===== config.mk =====
export PLATFORM = sky130hd
export DESIGN_NAME = router_pkt_reg
export DESIGN_NICKNAME = d
export VERILOG_FILES = /design/src/rtl/router_pkg.sv /design/src/rtl/router_chk_acc.sv /design/src/rtl/router_pkt_reg.sv
export SDC_FILE = /design/constraint.sdc
export NUM_CORES = 1
export LEC_CHECK = 0
export ABC_AREA = 1
export BUFFER_PORTS_ARGS = -buffer_cell sky130_fd_sc_hd__buf_2
export CELL_PAD_IN_SITES_DETAIL_PLACEMENT = 0
export CELL_PAD_IN_SITES_GLOBAL_PLACEMENT = 1
export CORE_AREA = 2 2 92 94
export CTS_CLUSTER_SIZE = 25
export DETAILED_ROUTE_END_ITERATION = 6
export DIE_AREA = 0 0 94 96
export PLACE_DENSITY_LB_ADDON = 0.2
export REMOVE_ABC_BUFFERS = 1
export SLEW_MARGIN = 20
export SYNTH_ARGS = -nofsm -noshare
export SYNTH_HDL_FRONTEND = slang
export SYNTH_SLANG_ARGS = --single-unit

===== constraint.sdc =====
create_clock -name clock -period 5.6 [get_ports clock]
set_clock_uncertainty 0.2 [all_clocks]
set_input_delay 0.84 -clock clock [delete_from_list [all_inputs] [get_ports clock]]
set_output_delay 0.84 -clock clock [all_outputs]
set_load 0.005 [all_outputs]

===== src/rtl/router_pkg.sv =====
// router_pkg: shared types, constants and width helpers for the router packet stage.
package router_pkg;

   typedef enum logic [1:0] {
      IDLE  = 2'd0,
      LOAD  = 2'd1,
      CHECK = 2'd2,
      DROP  = 2'd3
   } state_t;

   localparam int CHK_XOR = 0;
   localparam int CHK_CRC = 1;

   // Address field is at least one bit wide so a 2-channel router still decodes
   function automatic int calc_addr_w(input int num_ch);
      return (num_ch <= 2) ? 1 : $clog2(num_ch);
   endfunction

   // The rest of the header word carries the payload length
   function automatic int calc_len_w(input int data_w, input int num_ch);
      return data_w - calc_addr_w(num_ch);
   endfunction

endpackage


===== src/rtl/router_chk_acc.sv =====
// router_chk_acc: running packet check accumulator, either XOR parity or MSB-first CRC.
module router_chk_acc
   import router_pkg::*;
#(
   parameter int                DATA_W   = 8,
   parameter int                CHK_MODE = CHK_XOR,
   parameter logic [DATA_W-1:0] CRC_POLY = 8'h07
) (
   input  logic              clock,
   input  logic              reset,
   input  logic              clear,
   input  logic              fold,
   input  logic [DATA_W-1:0] word,
   output logic [DATA_W-1:0] acc
);

   logic [DATA_W-1:0] base;
   logic [DATA_W-1:0] folded;

   // One word through the CRC shift register, most significant data bit first
   function automatic logic [DATA_W-1:0] crc_step(input logic [DATA_W-1:0] crc_in,
                                                  input logic [DATA_W-1:0] w);
      logic [DATA_W-1:0] c;
      logic              fb;
      c = crc_in;
      for (int i = DATA_W - 1; i >= 0; i--) begin
         fb = c[DATA_W-1] ^ w[i];
         c  = {c[DATA_W-2:0], 1'b0};
         if (fb) begin
            c = c ^ CRC_POLY;
         end
      end
      return c;
   endfunction

   // A clear restarts from zero so the header can be folded in the same cycle
   always_comb begin
      base   = clear ? '0 : acc;
      folded = (CHK_MODE == CHK_CRC) ? crc_step(base, word) : (base ^ word);
   end

   // Accumulator register
   always_ff @(posedge clock or posedge reset) begin
      if (reset) begin
         acc <= '0;
      end else if (fold) begin
         acc <= folded;
      end else if (clear) begin
         acc <= '0;
      end
   end

endmodule


===== src/rtl/router_pkt_reg.sv =====
// router_pkt_reg: packet register stage steering header, payload and check words
// into one of NUM_CH output FIFOs through a single-word hold register, with
// packet check, length check and a saturating error counter.
module router_pkt_reg
   import router_pkg::*;
#(
   parameter int                DATA_W   = 8,
   parameter int                NUM_CH   = 3,
   parameter int                CHK_MODE = CHK_XOR,
   parameter logic [DATA_W-1:0] CRC_POLY = 8'h07
) (
   input  logic              clock,
   input  logic              reset,
   input  logic              pkt_valid,
   input  logic [DATA_W-1:0] data_in,
   input  logic [NUM_CH-1:0] fifo_full,
   output logic              busy,
   output logic [DATA_W-1:0] dout,
   output logic [NUM_CH-1:0] fifo_we,
   output logic              pkt_done,
   output logic              parity_err,
   output logic              len_err,
   output logic              addr_err,
   output logic [15:0]       err_count
);

   localparam int                ADDR_W   = calc_addr_w(NUM_CH);
   localparam int                LEN_W    = calc_len_w(DATA_W, NUM_CH);
   localparam int                CMP_W    = ADDR_W + 1;
   localparam logic [CMP_W-1:0]  CH_LIMIT = CMP_W'(NUM_CH);
   localparam logic [LEN_W-1:0]  LEN_MAX  = '1;

   state_t            state;
   state_t            state_next;
   logic [ADDR_W-1:0] ch;
   logic [ADDR_W-1:0] hdr_addr;
   logic [ADDR_W-1:0] wr_ch;
   logic [LEN_W-1:0]  len;
   logic [LEN_W-1:0]  hdr_len;
   logic [LEN_W-1:0]  pay_cnt;
   logic              pay_ovf;
   logic              hold_valid;
   logic              hold_valid_next;
   logic              hold_load;
   logic [DATA_W-1:0] hold_word;
   logic [DATA_W-1:0] wr_word;
   logic [DATA_W-1:0] acc;
   logic              accept;
   logic              hdr_ok;
   logic              hdr_full;
   logic              ch_full;
   logic              acc_clear;
   logic              acc_fold;
   logic              wr_path;
   logic              wr_full;
   logic              wr_en;
   logic              chk_bad;
   logic              cnt_bad;
   logic [NUM_CH-1:0] we_next;

   assign hdr_addr  = data_in[ADDR_W-1:0];
   assign hdr_len   = data_in[DATA_W-1:ADDR_W];
   assign hdr_ok    = {1'b0, hdr_addr} < CH_LIMIT;
   assign accept    = ~busy & (((state == IDLE) & pkt_valid) | (state == LOAD) | (state == DROP));
   assign chk_bad   = (acc != data_in);
   assign cnt_bad   = (pay_cnt != len) | pay_ovf;
   assign acc_clear = accept & (state == IDLE) & hdr_ok;
   assign acc_fold  = acc_clear | (accept & (state == LOAD) & pkt_valid);

   router_chk_acc #(
      .DATA_W   (DATA_W),
      .CHK_MODE (CHK_MODE),
      .CRC_POLY (CRC_POLY)
   ) u_chk_acc (
      .clock (clock),
      .reset (reset),
      .clear (acc_clear),
      .fold  (acc_fold),
      .word  (data_in),
      .acc   (acc)
   );

   // Full flag of the channel addressed by an incoming header and of the latched channel
   always_comb begin
      hdr_full = 1'b0;
      ch_full  = 1'b0;
      for (int i = 0; i < NUM_CH; i++) begin
         if (hdr_addr == ADDR_W'(i)) begin
            hdr_full = fifo_full[i];
         end
         if (ch == ADDR_W'(i)) begin
            ch_full = fifo_full[i];
         end
      end
   end

   // Next state and write steering; a pending hold word always drains before a new word is taken
   always_comb begin
      state_next      = state;
      hold_valid_next = hold_valid;
      hold_load       = 1'b0;
      wr_en           = 1'b0;
      wr_word         = data_in;
      wr_ch           = ch;
      wr_path         = accept & (((state == IDLE) & hdr_ok) | (state == LOAD));
      wr_full         = (state == IDLE) ? hdr_full : ch_full;
      case (state)
         IDLE:    if (accept) state_next = hdr_ok ? LOAD : DROP;
         LOAD:    if (accept && !pkt_valid) state_next = CHECK;
         CHECK:   state_next = IDLE;
         DROP:    if (accept && !pkt_valid) state_next = IDLE;
         default: state_next = IDLE;
      endcase
      if (hold_valid) begin
         if (!ch_full) begin
            wr_en           = 1'b1;
            wr_word         = hold_word;
            hold_valid_next = 1'b0;
         end
      end else if (wr_path) begin
         if (state == IDLE) begin
            wr_ch = hdr_addr;
         end
         if (wr_full) begin
            hold_valid_next = 1'b1;
            hold_load       = 1'b1;
         end else begin
            wr_en = 1'b1;
         end
      end
   end

   // One-hot FIFO write enable for the selected channel
   always_comb begin
      we_next = '0;
      for (int i = 0; i < NUM_CH; i++) begin
         we_next[i] = wr_en && (wr_ch == ADDR_W'(i));
      end
   end

   // Packet FSM, hold register, payload counter and all registered outputs
   always_ff @(posedge clock or posedge reset) begin
      if (reset) begin
         state      <= IDLE;
         ch         <= '0;
         len        <= '0;
         pay_cnt    <= '0;
         pay_ovf    <= 1'b0;
         hold_valid <= 1'b0;
         hold_word  <= '0;
         busy       <= 1'b0;
         dout       <= '0;
         fifo_we    <= '0;
         pkt_done   <= 1'b0;
         parity_err <= 1'b0;
         len_err    <= 1'b0;
         addr_err   <= 1'b0;
         err_count  <= '0;
      end else begin
         state      <= state_next;
         hold_valid <= hold_valid_next;
         busy       <= hold_valid_next | (state_next == CHECK);
         fifo_we    <= we_next;
         pkt_done   <= 1'b0;
         parity_err <= 1'b0;
         len_err    <= 1'b0;
         addr_err   <= 1'b0;
         if (hold_load) begin
            hold_word <= data_in;
         end
         if (wr_en) begin
            dout <= wr_word;
         end
         if (accept) begin
            case (state)
               IDLE: begin
                  ch <= hdr_addr;
                  if (hdr_ok) begin
                     len     <= hdr_len;
                     pay_cnt <= '0;
                     pay_ovf <= 1'b0;
                  end else begin
                     addr_err <= 1'b1;
                     if (err_count != 16'hFFFF) begin
                        err_count <= err_count + 16'd1;
                     end
                  end
               end
               LOAD: begin
                  if (pkt_valid) begin
                     if (pay_cnt == LEN_MAX) begin
                        pay_ovf <= 1'b1;
                     end else begin
                        pay_cnt <= pay_cnt + LEN_W'(1);
                     end
                  end else begin
                     pkt_done   <= 1'b1;
                     parity_err <= chk_bad;
                     len_err    <= cnt_bad;
                     if ((chk_bad || cnt_bad) && (err_count != 16'hFFFF)) begin
                        err_count <= err_count + 16'd1;
                     end
                  end
               end
               default: ;
            endcase
         end
      end
   end

endmodule


Yosys cells after proc, flatten, opt, wreduce, memory -nomap -nowiden
Cells that the tools add are included.
Cells by class
  $add $sub $neg: 2
  magnitude comparators: 1
  eq/ne operators: 22
  multiplexer cells: 53
  bitwise logic cells: 16
  reductions and logical operators: 16
Operators with widths (number)
  $mux 16: 4
  $mux 8: 4
  $pmux 16 s2: 1
  $mux 1: 31
  $mux 6: 3
  $add 16x1->16 const B: 1
  $ne 16x16->1 const B: 1
  $mux 2: 7
  $eq 2x2->1 const B: 6
  $pmux 6 s2: 1
  $ne 2x2->1 const B: 5
  $reduce_and 5->1: 2
  $and 1x1->1: 8
  $eq 2x1->1 const B: 4
  $logic_not 2->1: 4
  $ne 8x8->1: 1
  $pmux 2 s4: 1
  $xor 8x8->8: 1
  $add 6x1->6 const B: 1
  $eq 6x6->1 const B: 1
  $ne 2x1->1 const B: 3
  $ne 6x6->1: 1
  $or 1x1->1: 6
  $reduce_and 6->1: 1
  other kinds (8): 12
Storage, ports and cells
  flip-flop bits (word level): 66
  input port bits: 14
  output and inout port bits: 32

Depth between registers and ports, before layout
  depth after elaboration: 10
  depth in mapped cells: 13
  gate-level depth less buffers: 12

By module
From an unflattened synthesis, not the netlist that was laid out.
Unflattened totals
  cell total of the unflattened synthesis: 516
  area total of the unflattened synthesis: 3706.1 µm²
By module, submodules not included
  router_pkt_reg: times used 1, cells each 456, area each 3284.4 µm²
  router_chk_acc: times used 1, cells each 60, area each 421.7 µm²

Worst setup path after synthesis
No wires, ideal clock.
  path type: input to register
  start: input port pkt_valid
  end: register hold_word[0]
  library setup time: 0.118 ns
  arrival: 1.772 ns
  setup slack: 3.510 ns
  stages: 10
  path buffers: 1
  cell sequence: inv_1 > nor2_1 > nand2_2 > nor2_4 > nor2_1 > nor2_4 > nand3_4 > buf_6 > nand2_1 > o21ai_2
Between the ends
  cells in the longest elaborated chain, start to end: 7
Ends and longest elaborated chain
  start: declaration: line router_pkt_reg.sv:14  | input logic pkt_valid,
  $and 1x1->1: line router_pkt_reg.sv:64  | assign accept = ~busy & (((state == IDLE) & pkt_valid) | (state == LOAD) | (state == DROP));
  $or 1x1->1 (2 in a row): line router_pkt_reg.sv:64
  $and 1x1->1: line router_pkt_reg.sv:64
  $and 1x1->1: line router_pkt_reg.sv:105  | wr_path = accept & (((state == IDLE) & hdr_ok) | (state == LOAD));
  $mux 1: line router_pkt_reg.sv:120  | end else if (wr_path) begin
  $mux 1: line router_pkt_reg.sv:114  | if (hold_valid) begin
  end signal: assignment: line router_pkt_reg.sv:169  | hold_word <= data_in;
  end: declaration: line router_pkt_reg.sv:45  | logic [DATA_W-1:0] hold_word;
Every way passes these cells.
A chain may end at the register's enable or synchronous reset.

Worst setup path after layout
  start: input port pkt_valid
  end: register busy
Between the ends
  elaborated cells between the ends (all ways): 15
RTL lines
  $and 1x1->1: line router_pkt_reg.sv:64
  $or 1x1->1 (2 in a row): line router_pkt_reg.sv:64
  $and 1x1->1: line router_pkt_reg.sv:64
  $and 1x1->1: line router_pkt_reg.sv:105
  $mux 1: line router_pkt_reg.sv:120
  $mux 1: line router_pkt_reg.sv:114
  net hold_valid_next: line router_pkt_reg.sv:43  | logic hold_valid_next;
  $or 1x1->1: line router_pkt_reg.sv:162  | busy <= hold_valid_next | (state_next == CHECK);
  end signal: assignment: line router_pkt_reg.sv:162
  end: declaration: line router_pkt_reg.sv:17  | output logic busy,
The timed path passes the listed nets, and every way through them passes these cells.

==> impl_metrics.toml <==
[routing]
drc = 0
post_drt_via_cell_ratio = 4.84
detail_route.iter0.violations = 133
overall_via_count_from_detail_route = 3056
wirelength_mm = 7.96
route.antenna.remaining_nets = 0
drt-pass1-iter-count = 4
route.detailed.wl_per_inst_um = 12.6

[run_status]
status = "finished clean"

[synth]
synth.area.top_cells = "sky130_fd_sc_hd__dfrtp_1, sky130_fd_sc_hd__nand2_1, sky130_fd_sc_hd__inv_1"
post-synth-top-area-cell = "sky130_fd_sc_hd__dfrtp_1"
synthesis.area_per_instance_um2 = 7.53
seq_area_frac_synth_pct = 46.7
synth_top_flop_cell = "sky130_fd_sc_hd__dfrtp_1"
ys_async_sr_fraction_pct = 100
post-synth-top-area-fraction_pct = 46.7
yosys_warnings = 0
synth_edf_count = 0
synth.lib_cells_used.distinct = 33
synth_area_um2 = 3540
ys_ff_latch = 66
synth_cells = 470

[sta]
timing.final.hold_violations = 0
worst-slew-pin-transition_ns = 0.849
grt_setup_unrepaired = "false"
timing.final.setup_violations = 0
final.setup.tns_ns = 0
fin_crit_ns = 2.25
layout_worst_path_cycle_share_pct = 40.2
clock.fmax_mhz = 444
slew_headroom_pct = 43.4
timing.final.max_slew_violations = 0

[cts]
clock_path_buffers = 2
clkSinkCount = 66
post_cts_buffers = 0
cts_inserted_buffers = 9
cts_tree = "built"
clock-root-buffer = "sky130_fd_sc_hd__clkbuf_8"
cts_hold_repair.buffers = 0
clkLatencyLatePin_ns = 0.34
postCtsResizedCells = 0
clk_transition_reported_paths_ns = 0.08
number_of_h_tree_levels = 3

[global_route]
gr-usage-met1_pct = 27.0
grt.met2_usage_pct = 30.7
grt_antenna_before_repair = 0
largest_net_degree_at_the_start_of_global_routing = 67
grt_pass1_vias = 2900
track_usage_pct = 19.5
grt_first_pass_wirelength_mm = 13.7
top_usage_layer = "met2"
use_met3_pct = 3.45
grt-ovfl-total = 0

[critical_path]
worst_path_arrival_time_ns = 2.33
register_to_register_setup_slack_ns = 3.36
crit_type = "input pin to flip-flop"
max_stage_delay_ns = 0.30
startpoint_type = "input pin"
required_ns = 5.67
rr_endpoint = "err_count[3]"
cp_slowest_cell = "sky130_fd_sc_hd__nor2_4"
critPathCaptureType = "flip-flop"
worstRegToRegCells = 11
crit_fanout = 17
crit_path_start = "pkt_valid"
cp_cell_sequence = "buf_2, inv_1, nor2_1, nand2_2, nor2_4, nor2_1, nor2_4, nand3_4, o21ai_2, or2_1"
worstReg2RegStart = "err_count[0]"

[min_path]
min_from = "dout[5]"
cell_depth_of_the_worst_hold_path = 2
min_to = "dout[5]"
min-delay-path-class = "flip-flop to flip-flop"

[floorplan]
die-height_um = 96
floorplan.rows = 33
placeable_core_region_um2 = 8050
floorplan.initialDensity_pct = 43.9
floorplan.die_area_um2 = 9020
ios = 46
die_w_um = 94

[finish]
diodes = 0
layoutNonFillerInstCount = 631
drive_above_1_share_pct = 19.2
area_delta_synth_final_pct = 14.8
final_net_count = 537
stdcell_area_um2 = 4060

[power]
net_switching_power_uw = 857
cellInternalPower_mw = 1.13
sw_frac_of_total_pct = 43.2
p_comb_share_pct = 41.8
power.static_leakage_nw = 2.11
powerDensity_nw_per_um2 = 488
sequential_cell_fraction_of_total_power_pct = 37.6
power_frac_clock_pct = 20.6
max-vdd-ir-drop_mv = 0.216

[placement]
hpwl_mm = 5.84
portBuffers = 45
placement.cell_area_um2 = 3860
dpl.cell_count = 615
routabilityCongestion = 0.792

[job]
number_of_maximum_capacitance_violations = 0
==> cell families (layout without fill, tap and decap cells) <==
group	count (synthesis)	count (layout)	share of synthesized area, %
buf+inv	68	124	7.89
flops	66	66	46.7
simple gates	279	279	34.2
compound gates	45	45	8.06
xor+xnor	10	10	2.48
fa+ha+maj	2	2	0.707
==> synth_stat cells, types with 2 or more instances <==
library cell and instances:
sky130_fd_sc_hd__nand2_1 176, sky130_fd_sc_hd__dfrtp_1 66, sky130_fd_sc_hd__inv_1 54, sky130_fd_sc_hd__nor2_1 44, sky130_fd_sc_hd__nand3_1 27, sky130_fd_sc_hd__o21ai_0 13
sky130_fd_sc_hd__a21oi_1 12, sky130_fd_sc_hd__o21ai_2 9, sky130_fd_sc_hd__xor2_1 9, sky130_fd_sc_hd__inv_2 7, sky130_fd_sc_hd__nand2_2 6, sky130_fd_sc_hd__o211ai_1 6
sky130_fd_sc_hd__nor2_2 5, sky130_fd_sc_hd__nor2_4 5, sky130_fd_sc_hd__nor3_1 5, sky130_fd_sc_hd__nand4_1 3, sky130_fd_sc_hd__buf_6 2, sky130_fd_sc_hd__ha_1 2
sky130_fd_sc_hd__nand2_4 2, sky130_fd_sc_hd__nor3_2 2, sky130_fd_sc_hd__nor4_1 2, sky130_fd_sc_hd__o31ai_1 2
==> flip-flops by register name (all words and copies together) (netlist names), 2 cells and up <==
signal	count
ch	2
dout	8
err_count	16
fifo_we	3
hold_word	8
len	6
pay_cnt	6
state	2
u_chk_acc.acc	8
==> power by group through the flow <==
stage | Combinational (mW) | Sequential [mW] | Clock (mW)
3_3_place_gp | 0.832 | 0.749 | 0
3_5_place_dp | 0.840 | 0.755 | 0
4_1_cts | 0.843 | 0.747 | 0.423
6_report | 0.828 | 0.746 | 0.409
2_1_floorplan | 0.610 | 0.741 | 0
5_1_grt | 0.961 | 0.765 | 0.445
==> layout make-up <==
cell class / instances / area, um^2
well taps: 105 / 131
clock inverters: 7 / 78.8
fillers: 828 / 3990
multi-input cells: 336 / 1610
clock buffers: 9 / 124
repair buffers: 46 / 233
flip-flops and latches: 66 / 1650
inverters: 62 / 235
==> per-stage QoR <==
step	hold slack (ns)	worst slack (ns)	total power [mW]	util, %
after floorplan	0.256	2.91	1.35	-
after global placement	0.249	3.00	1.58	47.9
after detailed placement	0.254	2.99	1.59	47.9
after CTS	0.275	3.35	2.01	50.4
after global routing	0.289	3.11	2.17	50.4
final	0.268	3.35	1.98	50.4
==> worst max path at each step <==
| stage | cells after the start | end | slack, ns |
|---|---|---|---|
| after CTS | 11 | err_count[12] | 3.35 |
| after global placement | 12 | dout[4] | 3.00 |
| final | 10 | busy | 3.35 |
| after floorplan | 1 | addr_err | 2.91 |
| after global routing | 11 | err_count[0] | 3.11 |
| after detailed placement | 12 | dout[3] | 2.99 |
==> routing by layer <==
| layer | vias up | routed length (um) |
|---|---|---|
| met4 | 0 | 94 |
| met2 | 52 | 3600 |
| met1 | 1419 | 4000 |
| li1 | 1576 | - |
| met5 | - | 0 |
| met3 | 9 | 267 |
==> layout by cell type, fill, tap and decap left out, drive strengths merged, types with 2 or more instances in the layout <==
cell type,n
nand2,184
dfrtp,66
inv,63
nor2,54
buf,46
nand3,28
o21ai,23
a21oi,12
xor2,9
clkbuf,9
nor3,7
o211ai,6
nand4,3
clkinvlp,3
o31ai,2
nor4,2
ha,2
clkinv,2
==> worst max-delay path, delay by kind of cell <==
kind / cells / cell delay, ns
buffers and inverters: 2 / 0.15
AOI/OAI and AO/OA: 1 / 0.15
and+or+nand+nor: 7 / 1.17
(Power assumes the default switching activity.)
